`src/rtl/uram_access_arbiter.sv`:
```
// Shares one simple-dual-port URAM between two writers (port A) and two readers (port B); registered memory commands.
// Grants are combinational, commands issue one clock later, read data returns RD_LATENCY clocks after that; clients hold req until granted.
module uram_access_arbiter #(
  parameter int ADDR_WIDTH = 14,
  parameter int DATA_WIDTH = 64,
  parameter int DATA_DEPTH = 3100,
  parameter int RD_LATENCY = 2
) (
  input  logic                  clk,
  input  logic                  rst,
  input  logic                  w0_req,
  input  logic [ADDR_WIDTH-1:0] w0_addr,
  input  logic [DATA_WIDTH-1:0] w0_data,
  output logic                  w0_gnt,
  input  logic                  w1_req,
  input  logic [ADDR_WIDTH-1:0] w1_addr,
  input  logic [DATA_WIDTH-1:0] w1_data,
  output logic                  w1_gnt,
  input  logic                  r0_req,
  input  logic [ADDR_WIDTH-1:0] r0_addr,
  output logic                  r0_gnt,
  output logic                  r0_rvalid,
  output logic [DATA_WIDTH-1:0] r0_rdata,
  input  logic                  r1_req,
  input  logic [ADDR_WIDTH-1:0] r1_addr,
  output logic                  r1_gnt,
  output logic                  r1_rvalid,
  output logic [DATA_WIDTH-1:0] r1_rdata,
  output logic                  mem_wea,
  output logic [ADDR_WIDTH-1:0] mem_addra,
  output logic [DATA_WIDTH-1:0] mem_dina,
  output logic                  mem_enb,
  output logic [ADDR_WIDTH-1:0] mem_addrb,
  input  logic [DATA_WIDTH-1:0] mem_doutb,
  output logic                  err_oob
);

  typedef struct packed {
    logic vld;
    logic id;
    logic oob;
  } tag_t;

  localparam logic [ADDR_WIDTH:0] DEPTH_LIM = (ADDR_WIDTH+1)'(DATA_DEPTH);

  logic                  w_ptr, r_ptr;
  logic                  w_any, w_id, w_oob;
  logic [ADDR_WIDTH-1:0] w_addr;
  logic [DATA_WIDTH-1:0] w_data;
  logic                  r_any, r_id, r_oob, r_blk, r_acc;
  logic [ADDR_WIDTH-1:0] r_addr;
  tag_t                  tag_new, tag_out;
  tag_t [RD_LATENCY:0]   tag_q;
  logic [DATA_WIDTH-1:0] rdata_m;

  always_comb begin
    // Round-robin: a lone requester wins, otherwise the pointer picks.
    w_any  = (w0_req | w1_req) & ~rst;
    w_id   = (w0_req & w1_req) ? w_ptr : w1_req;
    w_addr = w_id ? w1_addr : w0_addr;
    w_data = w_id ? w1_data : w0_data;
    w_oob  = {1'b0, w_addr} >= DEPTH_LIM;

    r_any  = (r0_req | r1_req) & ~rst;
    r_id   = (r0_req & r1_req) ? r_ptr : r1_req;
    r_addr = r_id ? r1_addr : r0_addr;
    r_oob  = {1'b0, r_addr} >= DEPTH_LIM;
    // The memory is read-first, so a same-address read must wait one cycle
    // to observe this write; the other reader is deliberately not promoted.
    r_blk  = w_any & (r_addr == w_addr);
    r_acc  = r_any & ~r_blk;

    w0_gnt = w_any & ~w_id;
    w1_gnt = w_any & w_id;
    r0_gnt = r_acc & ~r_id;
    r1_gnt = r_acc & r_id;

    tag_new.vld = r_acc;
    tag_new.id  = r_id;
    tag_new.oob = r_oob;
  end

  always_ff @(posedge clk) begin
    if (rst) begin
      mem_wea   <= 1'b0;
      mem_addra <= '0;
      mem_dina  <= '0;
      mem_enb   <= 1'b0;
      mem_addrb <= '0;
      err_oob   <= 1'b0;
      w_ptr     <= 1'b0;
      r_ptr     <= 1'b0;
      tag_q     <= '0;
    end else begin
      mem_wea <= w_any & ~w_oob;
      if (w_any && !w_oob) begin
        mem_addra <= w_addr;
        mem_dina  <= w_data;
      end
      mem_enb <= r_acc & ~r_oob;
      if (r_acc && !r_oob) begin
        mem_addrb <= r_addr;
      end
      err_oob <= (w_any & w_oob) | (r_acc & r_oob);
      if (w_any) begin
        w_ptr <= ~w_id;
      end
      if (r_acc) begin
        r_ptr <= ~r_id;
      end
      tag_q[0] <= tag_new;
      for (int i = 1; i <= RD_LATENCY; i++) begin
        tag_q[i] <= tag_q[i-1];
      end
    end
  end

  always_comb begin
    tag_out   = tag_q[RD_LATENCY];
    // Out-of-range reads never touched the memory, so their data is zeroed.
    rdata_m   = tag_out.oob ? '0 : mem_doutb;
    r0_rvalid = tag_out.vld & ~tag_out.id;
    r1_rvalid = tag_out.vld & tag_out.id;
    r0_rdata  = r0_rvalid ? rdata_m : '0;
    r1_rdata  = r1_rvalid ? rdata_m : '0;
  end

endmodule

```
`config.mk`:
```
export PLATFORM = sky130hd
export DESIGN_NAME = uram_access_arbiter
export DESIGN_NICKNAME = d
export VERILOG_FILES = /design/src/rtl/uram_access_arbiter.sv
export SDC_FILE = /design/constraint.sdc
export NUM_CORES = 1
export LEC_CHECK = 0
export ABC_AREA = 1
export CORE_AREA = 2 2 187 189
export CTS_CLUSTER_SIZE = 14
export DETAILED_ROUTE_END_ITERATION = 16
export DIE_AREA = 0 0 189 191
export DONT_BUFFER_PORTS = 1
export HOLD_SLACK_MARGIN = 0.03
export PLACE_DENSITY = 0.3
export SLEW_MARGIN = 20
export SYNTH_ARGS = -nofsm -noshare
export SYNTH_HDL_FRONTEND = slang
export SYNTH_SLANG_ARGS = --single-unit
```
`constraint.sdc`:
```
create_clock -name clk -period 2.31 [get_ports clk]
set_clock_uncertainty 0.05 [all_clocks]
set_input_delay 0.462 -clock clk [delete_from_list [all_inputs] [get_ports clk]]
set_output_delay 0.462 -clock clk [all_outputs]
set_load 0.1 [all_outputs]
```
* Word level (Yosys, flattened, before mapping) *
Index checks and enable logic that the tools add are counted.

storage, ports and cells
  register bits = 106
  input port bits = 254
  output and inout bits = 229
  logic and storage cells = 58

cells by class
  order comparisons = 2
  equal/unequal tests = 1
  multiplexer cells = 8
  bitwise operators = 26
  reduce and logical (&&, ||, !) cells = 4

operator list
  kind                  number
  $mux 64               4
  $ge 14x12->1 const B  2
  $mux 14               2
  $and 1x1->1           16
  $eq 14x14->1          1
  $not 1->1             7
  $or 1x1->1            3
  $logic_and 1x1->1     2
  $logic_not 1->1       2
  $mux 1                2

* Depth between registers and ports, before layout *
Gate-level depths: netlist (run 1).

  depth in word-level cells = 9
  depth in mapped cells = 17
  depth with buffers taken out = 16

* Worst setup path after synthesis (run 1) *
OpenSTA, ideal clock, no wires.

  path type = register to output
  start = register tag_q (netlist bit tag_out[2])
  end = output port r0_rdata[10]
  arrival = 4.194 ns
  required time = 1.798 ns
  setup slack = -2.396 ns
  cell stages (with the launch flop) = 6
  buffers on the path = 1
  cell sequence = dfxtp_1 > inv_1 > nor2_1 > inv_2 > clkbuf_1 > nor3_1

on the way
  longest elaborated chain between the ends = 2

RTL lines
  what                              RTL line  source
  start: declaration                53        tag_t [RD_LATENCY:0] tag_q;
  start signal: indexed assignment  113       tag_q[i] <= tag_q[i-1];
  $and 1x1->1                       122       r0_rvalid = tag_out.vld & ~tag_out.id;
  net r0_rvalid                     22        output logic r0_rvalid,
  $mux 64                           124       r0_rdata = r0_rvalid ? rdata_m : '0;
  end: declaration                  23        output logic [DATA_WIDTH-1:0] r0_rdata,

The timed path passes the listed nets, and every way through them passes these cells.

* Worst setup path after layout (run 1) *
  start = register r_ptr
  end = output port r0_gnt

on the way
  longest elaborated chain between the ends = 7
  elaborated cells between the ends (all ways) = 8
  those cells by class = eq/ne: 1; mux: 2; bitwise: 5

RTL lines
  what                      RTL line  source
  start: declaration        46        logic w_ptr, r_ptr;
  start signal: assignment  109       r_ptr <= ~r_id;
  $mux 1 *                  65        r_id = (r0_req & r1_req) ? r_ptr : r1_req;
  $mux 14                   66        r_addr = r_id ? r1_addr : r0_addr;
  $eq 14x14->1              70        r_blk = w_any & (r_addr == w_addr);
  $and 1x1->1               70
  $not 1->1                 71        r_acc = r_any & ~r_blk;
  $and 1x1->1               71
  $and 1x1->1 *             75        r0_gnt = r_acc & ~r_id;
  end: declaration          21        output logic r0_gnt,

Every way passes the cells marked *; elsewhere a longest branch is shown, timed or not.

==> impl_metrics.env, run 1 <==
export IMPL_rsz0062_at_grt="true"
export IMPL_drc=0
export IMPL_required_ns=1.80
export IMPL_busiest_layer="met2"
export IMPL_finalNetCount=1677
export IMPL_cts_path_max_buffers=2
export IMPL_status="finished, violations left"
export IMPL_grtUsageMet1=0.214
export IMPL_antenna_found_initial=0
export IMPL_grt_max_degree=82
export IMPL_yosys_warnings=0
export IMPL_violations="setup timing"
export IMPL_synth_top_cells_by_area="dfxtp_1, nand2_1, nor3_1"
export IMPL_worst_setup_path_type="reg -> out"
export IMPL_synth_top_area_share=0.314
export IMPL_setup_viol=3
export IMPL_layout_min_cycle_time_ns=2.62
export IMPL_max_freq_mhz=382
export IMPL_fillerInstances=3563
export IMPL_worst_slack_ns=-0.311
export IMPL_die_w_um=189
export IMPL_power_internal_mw=3.37
export IMPL_path_clk_slew_ns=0.08
export IMPL_synth_top_area_cell="dfxtp_1"
export IMPL_async_reset_ff_frac=0
export IMPL_final_core_util=0.381
export IMPL_die_y_um=191
export IMPL_syn_nets=1444
export IMPL_hold_violations=0
export IMPL_ys_ff_latch=106
export IMPL_synth_edf_count=0
export IMPL_drt_iter0_drc=446
export IMPL_switchingPower_mw=2.28
export IMPL_netlist_instances=1190
export IMPL_hold_buffers=0
export IMPL_syn_to_final_growth_pct=92.0
export IMPL_vias_per_cell=4.42
export IMPL_power_density_nw_per_um2=435
export IMPL_dieArea_um2=36100
export IMPL_clock_latency_ns=0.35
export IMPL_vias=8325
export IMPL_multi_input_area_um2=5130
export IMPL_power_mw=5.64
export IMPL_grt_use_met2=0.326
export IMPL_dp_hpwl_um=28200
export IMPL_worstMarginPinSlew_ns=0.526
export IMPL_path_max_fanout=6
export IMPL_final_max_slew_viol_count=0
export IMPL_grt_pass1_wl_um=49900
export IMPL_swShare=0.403
export IMPL_drtPass1Iterations=5
export IMPL_ir_drop_mv=0.318
export IMPL_cts_tree="yes"
export IMPL_antennaDiodeCount=0
export IMPL_hold_path_class="in -> reg"
export IMPL_ys_types=23
export IMPL_io_pins=483
export IMPL_rows=68
export IMPL_clock_sinks=106
export IMPL_place_congestion=0.801
export IMPL_port_buffers=0
export IMPL_whs_ns=0.127
export IMPL_synth_most_common_cell="nand2_1"
export IMPL_p_seq_frac=0.344
export IMPL_globalRouteTotalUtil=0.183
export IMPL_maxSlewHeadroom=0.649
export IMPL_endpoint_kind="output port"
export IMPL_post_place_ws_ns=-0.0107
export IMPL_cap_violations=0
export IMPL_synthesis_area_um2=6760
export IMPL_finalCritPeriodShare=1.13
export IMPL_postRouteAntennaNets=0
export IMPL_setup_worst_path_start="r_ptr"
export IMPL_cp_arrival_ns=2.11
export IMPL_cts_htree_levels=3
export IMPL_p_leak_nw=5.77
export IMPL_start_util=0.198
export IMPL_drive_above_1_share=0.352
export IMPL_grt_overflow_total=0
export IMPL_placeableCoreArea_um2=34100
export IMPL_hp_start="rst"
export IMPL_root_buffer="clkbuf_16"
export IMPL_ff_latch_area_um2=2130
export IMPL_crit_path_start_kind="flop"
export IMPL_synthTopCellsByCount="nand2_1, inv_1, nor3_1"
export IMPL_clockPowerShare=0.277
export IMPL_cts_buffers=9
export IMPL_met3_usage=0.0571
export IMPL_p_comb_frac=0.378
export IMPL_timing_rr_start="r_ptr"
export IMPL_synthFlopType="dfxtp_1"
export IMPL_ys_seq_area_frac=0.314
export IMPL_wirelength_um=35200
export IMPL_synth_area_per_cell_um2=5.68
export IMPL_grt_pass1_vias=7518
export IMPL_wire_per_inst_um=18.7
-- routing by layer --
metal | part of all wire | up-vias
met4 | 0.017 | 0
met1 | 0.40 | 3835
li1 | - | 4181
met5 | 0 | -
met2 | 0.51 | 285
met3 | 0.077 | 24
-- final timing paths --
check                  to  slack [ns]  cells past startpoint
min reg2reg      tag_q[3]        0.36                      2
min          mem_dina[53]        0.13                      1
max reg2reg  mem_addrb[7]        0.16                     15
max                r0_gnt       -0.31                     15
-- placed cells by master, fill, tap and decap left out, drive strengths merged --
| cell type | n |
|---|---|
| buf | 280 |
| o21ai | 11 |
| a21oi | 74 |
| nand3 | 43 |
| bufinv | 1 |
| nand2 | 517 |
| dfxtp | 106 |
| nor2 | 47 |
| nor3 | 128 |
| clkbuf | 40 |
| nand4 | 13 |
| o21bai | 1 |
| inv | 143 |
| nand3b | 23 |
-- critical path, stage by stage, from the launching register on --
cell and delay [ns]:
dfxtp_2 0.34, inv_2 0.05, nand2_4 0.13, nand2_8 0.10, clkbuf_16 0.17, nand2_1 0.05, nand2_1 0.08, nand2_1 0.08
nand2_1 0.04, nor2_1 0.09, nand2_1 0.07, nor2_2 0.12, nand2_2 0.10, nand2_4 0.11, a21oi_4 0.04, buf_12 0.16
-- repair_timing --
action,in CTS,in global routing
pin swaps,0,21
cloned,2,6
setup endpoints to repair,13,19
resized for setup,14,31
buffers inserted,2,4
-- cell type report --
| class | count | share of cell area |
|---|---|---|
| Tap cell | 455 | 0.0438 |
| Clock buffer | 12 | 0.0182 |
| Multi-Input combinational cell | 857 | 0.395 |
| Clock inverter | 3 | 0.00366 |
| Inverter | 141 | 0.0415 |
| Timing Repair Buffer | 308 | 0.333 |
| Sequential cell | 106 | 0.164 |
-- per-stage QoR --
stage / cell area (um^2) / cells / TNS [ns]
2_1_floorplan: 7960 / 1190 / -56.92
3_3_place_gp: 12300 / 1853 / -0.0115
3_5_place_dp: 12300 / 1853 / -0.0107
4_1_cts: 12700 / 1872 / -0.581
5_1_grt: 13000 / 1882 / -1.05
6_report: 13000 / 1882 / -0.633
-- cell families (layout without fill, tap and decap cells) --
kind of cell | count (synthesis) | after routing | share of synthesized area
compound gates | 86 | 86 | 0.0640
buf+inv | 229 | 464 | 0.139
flops | 106 | 106 | 0.314
simple gates | 769 | 771 | 0.483
-- power by group through the flow --
stage / Clock, mW / Sequential (mW) / Combinational (mW)
floorplan: 0 / 2.48 / 1.01
global placement: 0 / 1.98 / 2.06
detailed placement: 0 / 1.98 / 2.06
CTS: 1.64 / 1.94 / 2.10
global route: 1.70 / 1.95 / 2.28
finish: 1.57 / 1.94 / 2.14
-- registers in the layout, indices dropped and copies added (netlist names) --
name	count
tag_q	6
mem_wea	1
err_oob	1
mem_dina	64
w_ptr	1
mem_addra	14
mem_addrb	14
mem_enb	1
r_ptr	1
tag_out	3
(Power assumes the default switching activity.)
==> run 2, diff against run 1 <==
--- a/config.mk
+++ b/config.mk
@@ -13,6 +13,7 @@
 export DONT_BUFFER_PORTS = 1
 export HOLD_SLACK_MARGIN = 0.03
 export PLACE_DENSITY = 0.3
+export SETUP_SLACK_MARGIN = 0.02
 export SLEW_MARGIN = 20
 export SYNTH_ARGS = -nofsm -noshare
 export SYNTH_HDL_FRONTEND = slang
==> run 2 against run 1 <==
Net effect: the flow still finishes with violations (setup timing); first-iteration DRC count grew 0.22%; count of clock-buffer cells in the layout is the same; sequential share of layout area shrank 0.060 points; register-to-register slack is essentially flat; die area is the same; maximum frequency shrank 0.15%; sequential power is essentially flat; critical path depth is the same; utilization grew 0.14 points; cell count is the same; non-clock buffer count is the same; combinational power is essentially flat; critical endpoint unchanged; largest cell class unchanged.
==> impl_metrics.env, run 2 (synthesis results as in run 1) <==
export IMPL_status="finished, violations left"
export IMPL_cts_tree="yes"
export IMPL_die_y_um=191
export IMPL_hold_violations=0
export IMPL_root_buffer="clkbuf_16"
export IMPL_path_max_fanout=6
export IMPL_crit_chain="inv_2, nand2_4, nand2_8, clkbuf_16, nand2_1, nand2_1, nand2_1, nand2_1, nor2_1, nand2_1, nor2_2, nand2_2, nand2_4, a21oi_4, buf_12"
export IMPL_placeableCoreArea_um2=34100
export IMPL_dieArea_um2=36100
export IMPL_die_w_um=189
export IMPL_switchingPower_mw=2.28
export IMPL_reg_top3="mem_dina (64), mem_addra (14), mem_addrb (14)"
export IMPL_cts_htree_levels=3
export IMPL_whs_ns=0.126
export IMPL_timing_rr_start="r_ptr"
export IMPL_top_register="mem_dina"
export IMPL_finalNetCount=1677
export IMPL_ir_drop_mv=0.319
export IMPL_grt_pass1_vias=7518
export IMPL_mostFrequentLayoutCells="nand2_1, buf_4, inv_1"
export IMPL_layout_commonest_cell="nand2_1"
export IMPL_crit_top_cell="nand2_1"
export IMPL_drive_above_1_share=0.357
export IMPL_hold_depth=1
export IMPL_vias_per_cell=4.42
export IMPL_start_util=0.198
export IMPL_power_density_nw_per_um2=433
export IMPL_port_buffers=0
export IMPL_cp_arrival_ns=2.11
export IMPL_violations="setup timing"
export IMPL_syn_to_final_growth_pct=92.7
export IMPL_critPathBufInv=3
export IMPL_p_leak_nw=5.78
export IMPL_power_mw=5.65
export IMPL_layout_min_cycle_time_ns=2.62
export IMPL_rows=68
export IMPL_grt_pass1_wl_um=49900
export IMPL_grt_max_degree=82
export IMPL_cap_violations=0
export IMPL_worstMarginPinSlew_ns=0.484
export IMPL_setup_viol=2
export IMPL_max_freq_mhz=381
export IMPL_dp_hpwl_um=28200
export IMPL_place_congestion=0.801
export IMPL_power_internal_mw=3.37
export IMPL_path_clk_slew_ns=0.08
export IMPL_drt_iter0_drc=447
export IMPL_hold_path_class="in -> reg"
export IMPL_antennaDiodeCount=0
export IMPL_r2r_end="mem_addrb[8]"
export IMPL_slowest_stage="dfxtp_2"
export IMPL_final_max_slew_viol_count=0
export IMPL_fillerInstances=3555
export IMPL_maxSlewHeadroom=0.675
export IMPL_io_pins=483
export IMPL_ff2ff_path_depth=17
export IMPL_worst_slack_ns=-0.314
export IMPL_swShare=0.403
export IMPL_rrSetupSlack_ns=0.15
export IMPL_endpoint_kind="output port"
export IMPL_wire_per_inst_um=18.7
export IMPL_largest_register_ffs=64
export IMPL_slowest_delay_ns=0.34
export IMPL_crit_path_start_kind="flop"
export IMPL_p_comb_frac=0.381
export IMPL_drtPass1Iterations=5
export IMPL_wirelength_um=35300
export IMPL_p_seq_frac=0.343
export IMPL_clock_latency_ns=0.35
export IMPL_hold_end="mem_dina[53]"
export IMPL_vias=8320
export IMPL_globalRouteTotalUtil=0.183
export IMPL_drc=0
export IMPL_clock_sinks=106
export IMPL_hp_start="rst"
export IMPL_cts_buffers=9
export IMPL_worst_setup_path_type="reg -> out"
export IMPL_postRouteAntennaNets=0
export IMPL_cts_path_max_buffers=2
export IMPL_rsz0062_at_grt="true"
export IMPL_antenna_found_initial=0
export IMPL_required_ns=1.80
export IMPL_clockPowerShare=0.276
export IMPL_grt_overflow_total=0
export IMPL_finalCritPeriodShare=1.14
export IMPL_crit_family="simple AND/OR/NAND/NOR gates"
[run 2: layer usage]
metal	GRT usage	wire (um)	up-vias	part of all wire
li1	-	-	4183	-
met1	0.214	14000	3831	0.40
met2	0.326	18000	282	0.51
met3	0.0571	2730	24	0.077
met4	0.0421	583	0	0.017
met5	0	0	-	0
[run 2: worst max-delay path by stage]
stage,start,endpoint,slack [ns],cells past startpoint
finish,r_ptr,r0_gnt,-0.31,15
CTS,w_ptr,r0_gnt,-0.29,14
global placement,w0_req,r0_gnt,-0.01,13
global route,r_ptr,r1_gnt,-0.44,15
floorplan,tag_out[0],r1_rdata[0],-1.11,3
detailed placement,w0_req,r0_gnt,-0.01,13
[run 2: worst reg2reg max path, delay by kind of cell (launching register included)]
kind | cells | cell delay, ns
buf+inv | 4 | 0.50
simple gates | 13 | 1.18
flops | 1 | 0.34
[run 2: metrics by stage]
step           utilization  cells  setup TNS [ns]  setup WS, ns  area, um^2
5_1_grt              0.382   1882          -0.934        -0.443       13000
6_report             0.382   1882          -0.628        -0.314       13000
4_1_cts              0.374   1872          -0.581        -0.294       12700
3_5_place_dp         0.362   1853         -0.0107       -0.0107       12300
2_1_floorplan            -   1190          -56.92         -1.11        7960
3_3_place_gp         0.362   1853         -0.0115       -0.0115       12300
[run 2: power groups by stage]
stage | clock network (mW) | logic [mW] | registers (mW)
finish | 1.56 | 2.15 | 1.94
detailed placement | 0 | 2.06 | 1.98
CTS | 1.64 | 2.10 | 1.94
floorplan | 0 | 1.01 | 2.48
global placement | 0 | 2.06 | 1.98
global route | 1.70 | 2.29 | 1.95
[run 2: timing repair]
action	4_1_cts	5_1_grt
resized for setup	15	37
pin swaps	0	21
endpoints found under the setup margin	13	39
endpoints found under the hold margin	0	0
hold buffers	0	0
cloned	2	6
setup buffers	2	4
[run 2: area by class of cell]
cell class,count,area [um^2],area share
Sequential cell,106,2130,0.163
Tap cell,455,569,0.0437
Multi-Input combinational cell,857,5150,0.395
Clock buffer,12,236,0.0181
Inverter,141,539,0.0414
Clock inverter,3,47.5,0.00365
Timing Repair Buffer,308,4360,0.335
